==> config.mk <==
export PLATFORM = sky130hd
export DESIGN_NAME = xor_stream_parity
export DESIGN_NICKNAME = d
export VERILOG_FILES = /design/src/rtl/xor_stream_parity.sv
export SDC_FILE = /design/constraint.sdc
export NUM_CORES = 1
export LEC_CHECK = 0
export ABC_CLOCK_PERIOD_IN_PS = 2300
export CORE_AREA = 3 3 41 80
export CTS_CLUSTER_SIZE = 10
export DETAILED_ROUTE_END_ITERATION = 10
export DIE_AREA = 0 0 44 83
export MAX_ROUTING_LAYER = met4
export PLACE_DENSITY = 0.67
export SLEW_MARGIN = 20
export SYNTH_ARGS = -nofsm -noshare
export SYNTH_HDL_FRONTEND = slang
export SYNTH_SLANG_ARGS = --single-unit
==> constraint.sdc <==
create_clock -name clk -period 2.3 [get_ports clk]
set_clock_uncertainty 0.05 [all_clocks]
set_input_delay 0.46 -clock clk [delete_from_list [all_inputs] [get_ports clk]]
set_output_delay 0.46 -clock clk [all_outputs]
set_load 0.03 [all_outputs]
==> src/rtl/xor_stream_parity.sv <==
// xor_stream_parity: frame-level XOR parity generator with valid/ready on both sides.
// Accumulates a bitwise XOR of WIDTH-bit words until a word flagged last, then holds
// the column parity word, its reduction bit and a saturating word count until taken.
// Optional feature macro: XOR_PARITY_CHECK_EN -- treats the last word as a check word,
// adds out_err (non-zero residue) and a saturating err_cnt of erroneous frames.
module xor_stream_parity #(
    parameter int WIDTH = 8,
    parameter int CNT_W = 8
) (
    input  logic             clk,
    input  logic             rst_n,
    input  logic             in_valid,
    output logic             in_ready,
    input  logic [WIDTH-1:0] in_data,
    input  logic             in_last,
    output logic             out_valid,
    input  logic             out_ready,
    output logic [WIDTH-1:0] out_parity,
    output logic             out_bit,
    output logic [CNT_W-1:0] out_count
`ifdef XOR_PARITY_CHECK_EN
    ,
    output logic             out_err,
    output logic [CNT_W-1:0] err_cnt
`endif
);

    typedef enum logic [1:0] {
        IDLE  = 2'd0,
        ACCUM = 2'd1,
        HOLD  = 2'd2
    } state_t;

    localparam logic [CNT_W-1:0] CNT_ONE = 1;

    state_t           state;
    state_t           state_nxt;
    logic [WIDTH-1:0] acc;
    logic [WIDTH-1:0] acc_nxt;
    logic [CNT_W-1:0] cnt;
    logic [CNT_W-1:0] cnt_nxt;
    logic             accept;
    logic             retire;

    // Counter increment that sticks at the all-ones value instead of wrapping.
    function automatic logic [CNT_W-1:0] sat_inc(input logic [CNT_W-1:0] v);
        return (&v) ? v : v + CNT_ONE;
    endfunction

    // Handshake decode: everything here comes from registered state, so there is
    // no combinational path from the input side or out_ready to the outputs.
    assign in_ready   = (state != HOLD);
    assign out_valid  = (state == HOLD);
    assign accept     = in_valid && in_ready;
    assign retire     = out_valid && out_ready;

    // acc and cnt are zero in IDLE, so they can drive the result ports directly.
    assign out_parity = acc;
    assign out_bit    = ^acc;
    assign out_count  = cnt;

    // State, accumulator and counter registers; reset discards any frame in flight.
    always_ff @(posedge clk or negedge rst_n) begin
        if (!rst_n) begin
            state <= IDLE;
            acc   <= '0;
            cnt   <= '0;
        end else begin
            state <= state_nxt;
            acc   <= acc_nxt;
            cnt   <= cnt_nxt;
        end
    end

    // Next-state and datapath update: start, extend or retire a frame.
    always_comb begin
        state_nxt = state;
        acc_nxt   = acc;
        cnt_nxt   = cnt;
        case (state)
            IDLE: begin
                if (accept) begin
                    acc_nxt   = in_data;
                    cnt_nxt   = CNT_ONE;
                    state_nxt = in_last ? HOLD : ACCUM;
                end
            end
            ACCUM: begin
                if (accept) begin
                    acc_nxt   = acc ^ in_data;
                    cnt_nxt   = sat_inc(cnt);
                    state_nxt = in_last ? HOLD : ACCUM;
                end
            end
            HOLD: begin
                if (out_ready) begin
                    acc_nxt   = '0;
                    cnt_nxt   = '0;
                    state_nxt = IDLE;
                end
            end
            default: begin
                acc_nxt   = '0;
                cnt_nxt   = '0;
                state_nxt = IDLE;
            end
        endcase
    end

`ifdef XOR_PARITY_CHECK_EN
    // With the last word acting as a check word, a clean frame leaves a zero residue.
    assign out_err = |acc;

    // Count retired frames that carried a non-zero residue; only reset clears it.
    always_ff @(posedge clk or negedge rst_n) begin
        if (!rst_n) begin
            err_cnt <= '0;
        end else if (retire && out_err) begin
            err_cnt <= sat_inc(err_cnt);
        end
    end
`else
    logic unused_retire;
    assign unused_retire = retire;
`endif

endmodule
* After elaboration in Yosys (flattened, before gate mapping)
Index checks and enable logic that the tools add are counted.
** Operators by class
- Add/sub/neg operators :: 1
- Eq/ne operators :: 8
- Mux-type cells :: 12
- Bitwise logic cells :: 1
- Reductions and logical operators :: 8
** Operator list (count)
- $mux W8 :: 6
- $pmux W8 S3 :: 2
- $add A8 B1 Y8 const B :: 1
- $ne A2 B2 Y1 const B :: 4
- $reduce_and A8 Y1 :: 1
- $reduce_xor A8 Y1 :: 1
- $xor A8 B8 Y8 :: 1
- $mux W2 :: 3
- $ne A2 B1 Y1 const B :: 2
- $pmux W2 S2 :: 1
- $reduce_and A4 Y1 :: 1
- $reduce_and A3 Y1 :: 1
- $eq A2 B1 Y1 const B :: 1
- $eq A2 B2 Y1 const B :: 1
- $logic_not A2 Y1 :: 1
- $reduce_and A2 Y1 :: 1
- $reduce_or A2 Y1 :: 1
- $logic_and A1 B1 Y1 :: 1
** Storage, ports and cells
- Flip-flop bits (word level) :: 18
- Bits of input ports :: 13
- Output and inout bits :: 19
- Word-level logic and storage cells :: 33

* Logic depth before layout (Yosys ltp)
Gate-level depths: netlist of the first run.
- Depth in word-level cells :: 4
- Depth in mapped cells :: 6
- Gate-level depth less buffers :: 5

* Least setup slack after synthesis of the first run
No wires, ideal clock.
- Path kind :: register -> register
- Start :: reg cnt[0] (netlist: out_count[0])
- End :: reg cnt[3] (netlist: out_count[3])
- Setup time :: 0.077 ns
- Data arrival time :: 1.872 ns
- Data required time :: 2.173 ns
- Slack :: 0.301 ns
- Cell stages (with the launch flop) :: 7
- Buffers on the path :: 1
- Period minus slack after synthesis :: 1.999 ns
- Cells stage by stage :: dfrtp_1 ha_1 and3_1 and4_4 buf_6 or4_1 a21oi_1
** Between the ends
- Longest elaborated chain between the ends :: 4
- Elaborated cells on any way between the ends :: 7
- Those cells by class :: add/sub: 1; eq/ne: 1; mux: 3; reduce/logical: 2
** Ends and longest elaborated chain
- start: declaration :: line 40 : logic [CNT_W-1:0] cnt;
- start signal: assignment :: line 71 : cnt <= cnt_nxt;
- $add A8 B1 Y8 :: line 47 : return (&v) ? v : v + CNT_ONE;
- $mux W8 :: line 47
- $mux W8 :: line 89 : if (accept) begin
- $pmux W8 S3 :: line 80 : case (state)
Parallel ways exist; a longest one is shown, timed or not. The select of a mux whose other input is x is not followed.
A chain may end at the register's enable or synchronous reset.

* Worst setup path after layout of the first run
- Start :: reg acc[4] (netlist: out_parity[4])
- End :: out out_bit
** Between the ends
- Longest elaborated chain between the ends :: 1
** Ends and longest elaborated chain
- start: declaration :: line 38 : logic [WIDTH-1:0] acc;
- start signal: assignment :: line 70 : acc <= acc_nxt;
- $reduce_xor A8 Y1 :: line 59 : assign out_bit = ^acc;
- end: declaration :: line 19 : output logic out_bit,
No other way between the ends.

==> summary.md, run 1 <==
| Metric | Value |
|---|---|
| TritonCTS clock tree | `built` |
| Resize count post-CTS | `1` |
| Final wirelength | `roughly 2.9 mm` |
| Placement Cell Area | `~1500 sq um` |
| DR iter-0 viols | `43` |
| Synth cell types | `32` |
| Area delta synth->final | `36.1%` |
| Setup-failing EPs final | `0` |
| Initial core utilization | `0.409` |
| Clock sinks | `18` |
| Layout cells sized above 1 | `0.106` |
| Post-Place Worst Slack | `between 0.15 and 0.2 ns` |
| Htree depth | `1` |
| Post-DR wirelength/cell | `15.2 um` |
| Vias per Instance | `5.67` |
| Post-CTS Setup Bufs | `0` |
| FF-to-FF Start | `out_count[0]` |
| Root Driver | `clkbuf_8` |
| Ports | `32` |
| GRT Util Overall | `0.188` |
| Hold Crit Depth | `1` |
| Register area share after synthesis | `0.397` |
| Final min period | `about 2.1 ns` |
| Fin worst setup slack | `0.172 ns` |
| Setup TNS | `0 ns` |
| Total iterations of the first detailed-routing run | `4` |
| Chip height | `83 um` |
| # rows | `27` |
| Post-route ant nets | `0` |
| Worst Path Max Fanout | `6` |
| Dpl cells | `186` |
| Die X | `roughly 44 um` |
| Routed via count | `1077` |
| Status | `finished clean` |
| Fin cells | `190` |
| WHS Endpoint | `out_parity[6]` |
| Total core area | `around 2800 sq um` |
| Flop2flop setup slack | `0.36 ns` |
| Final Hold Vio Count | `0` |
| Post-Syn Instances | `124` |
| Most frequent cells in the layout | `clkdlybuf4s50_1, dfrtp_1, xnor2_1, nor2_1` |
| Logic gate share of total power | `0.566` |
| Hold crit path type | `flop to flop` |
| CP startpoint kind | `flop` |
| Clock buffer depth | `2` |
| Commonest non-fill, non-tap cell in the layout | `clkdlybuf4s50_1` |
| Pleak | `0.644 nW` |
| Reg2reg path depth | `5` |
| Worst skew pair latency | `0.26 ns` |
| Worst Path Arrival | `1.62 ns` |
| Final period util | `0.925` |
| Die ar. | `3650 sq um` |
| Yosys warns | `0` |
| Worst IR Drop VDD | `688 uV` |
| Sw Ratio | `0.431` |
| Required time of the critical path | `around 1.8 ns` |
| Gr ovfl total | `0` |
| Initial antenna violation count | `0` |
| Clock transition at path regs | `~0.070 ns` |
| Drc violations | `0` |
| N_diodes | `0` |
| Fin nets | `between 150 and 200` |
| Total CTS buffers | `3` |
| Mapped cell area | `approximately 1100 sq um` |
| Placer Congestion | `0.798` |
| Fmax | `~470 MHz` |
| Element type at the critical path end | `output port` |
| Relative slew slack | `0.591` |
| Int Power | `0.966 mW` |
| Sequential group share of total power | `0.279` |
| Net load switching power | `approximately 0.73 mW` |
| Worst-Margin Slew | `0.610 ns` |
| Max_cap viols | `0` |
| Syn Nets | `138` |
| Hold Buf Count CTS | `0` |
| Pwr Density | `around 1100 nW/um^2` |
| Finished Cell Area | `1540 sq um` |
| Worst hold start | `state[1]` |
| R2R Path End | `out_count[0]` |
| First-pass GRT wire length | `5.18 mm` |
| Setup CP Type | `flop to output port` |
| Largest net degree at the start of global routing | `19` |
| Vias in the first global route | `1150` |
| PortBufs | `31` |
| #FFs+latches synth | `18` |
| Clk pwr share | `0.155` |
| Unrepaired setup endpoints after global routing | `false` |
| Final Max Slew Viols | `0` |
| HPWL Detailed | `~2.2 mm` |
| Syn Area/Cell | `9.14 sq um` |
cells in the mapped netlist:
library cell,number,area share
dfrtp_1,18,0.40
xnor2_1,11,0.085
nor2_1,10,0.033
a21oi_1,9,0.040
nand2_1,7,0.023
o31ai_1,7,0.046
inv_1,6,0.020
nand2b_1,6,0.033
o21ai_0,6,0.026
a31oi_1,5,0.028
o22ai_1,5,0.028
buf_6,4,0.040
nand3_1,4,0.018
and3_1,3,0.017
and3b_1,3,0.023
or4_1,3,0.020
buf_2,2,0.0088
a221o_1,1,0.0088
a31o_2,1,0.0077
and4_1,1,0.0077
and4_4,1,0.0099
clkbuf_1,1,0.0033
ha_1,1,0.011
mux2_2,1,0.0099
nor2b_1,1,0.0055
nor2b_4,1,0.012
nor3_1,1,0.0044
nor3b_1,1,0.0066
o21ai_1,1,0.0044
o2bb2ai_1,1,0.0077
or3b_1,1,0.0077
xor2_1,1,0.0077
area by class of cell:
| cell class | instances | area (sq um) |
|---|---|---|
| fill | 269 | 1230 |
| multi-input combinational | 93 | 602 |
| sequential | 18 | 450 |
| timing repair buffer | 40 | 377 |
| clock buffer | 4 | 55.1 |
| tap | 29 | 36.3 |
| inverter | 6 | 22.5 |
per-layer routing:
layer	global-route usage	share of wire
met1	0.208	0.38
met2	0.318	0.55
met3	0.0260	0.046
met4	0.0824	0.021
met5	-	0
how the worst max path moves through the flow:
| stage | startpoint | end | slack [ns] | cells after the start |
|---|---|---|---|---|
| after floorplan | out_count[0] | out_count[3] | 0.30 | 6 |
| after global placement | out_parity[5] | out_bit | 0.16 | 4 |
| after detailed placement | out_parity[4] | out_bit | 0.15 | 4 |
| after CTS | out_parity[4] | out_bit | 0.14 | 4 |
| after global routing | out_parity[5] | out_bit | 0.05 | 4 |
| final | out_parity[4] | out_bit | 0.17 | 4 |
per-stage QoR:
step                power (mW)  utilization  hold slack, ns
floorplan                 1.12            -           0.114
global placement          1.48        0.537           0.444
detailed placement        1.50        0.537           0.452
CTS                       1.72        0.557           0.464
global route              1.82        0.557           0.481
finish                    1.70        0.557           0.458
worst max-delay path: stages, from the launching register on:
cell and delay (ns):
dfrtp_1 0.45, xnor2_1 0.22, xnor2_1 0.16, xnor2_1 0.13, dlygate4sd2_1 0.40
cells by family (layout without fill, tap and decap cells):
logic type	count (synthesis)	count (layout)	share of synthesized area
and+or+nand+nor	43	43	0.221
AOI/OAI and AO/OA	36	36	0.196
DFF	18	18	0.397
buffers and inverters	13	50	0.0717
xor gates and xnor gates	12	12	0.0927
adders and majority gates	1	1	0.0110
muxes	1	1	0.00993
state kept, by name, summed over array words and instances (netlist names):
signal      count
state           2
out_parity      8
out_count       8
power groups by stage:
stage	clock [mW]	combinational, mW	sequential, mW
2_1_floorplan	0	0.513	0.608
3_3_place_gp	0	1.00	0.475
3_5_place_dp	0	1.02	0.481
4_1_cts	0.272	0.976	0.476
5_1_grt	0.284	1.05	0.487
6_report	0.263	0.962	0.474
(Power assumes the default switching activity.)
==> run 2: changes to the inputs <==
--- a/config.mk
+++ b/config.mk
@@ -12,7 +12,6 @@
 export DIE_AREA = 0 0 44 83
 export MAX_ROUTING_LAYER = met4
 export PLACE_DENSITY = 0.67
-export SLEW_MARGIN = 20
 export SYNTH_ARGS = -nofsm -noshare
 export SYNTH_HDL_FRONTEND = slang
 export SYNTH_SLANG_ARGS = --single-unit
==> results of run 2 <==
No change in the layout: final DEF, timing and power equal those of run 1.
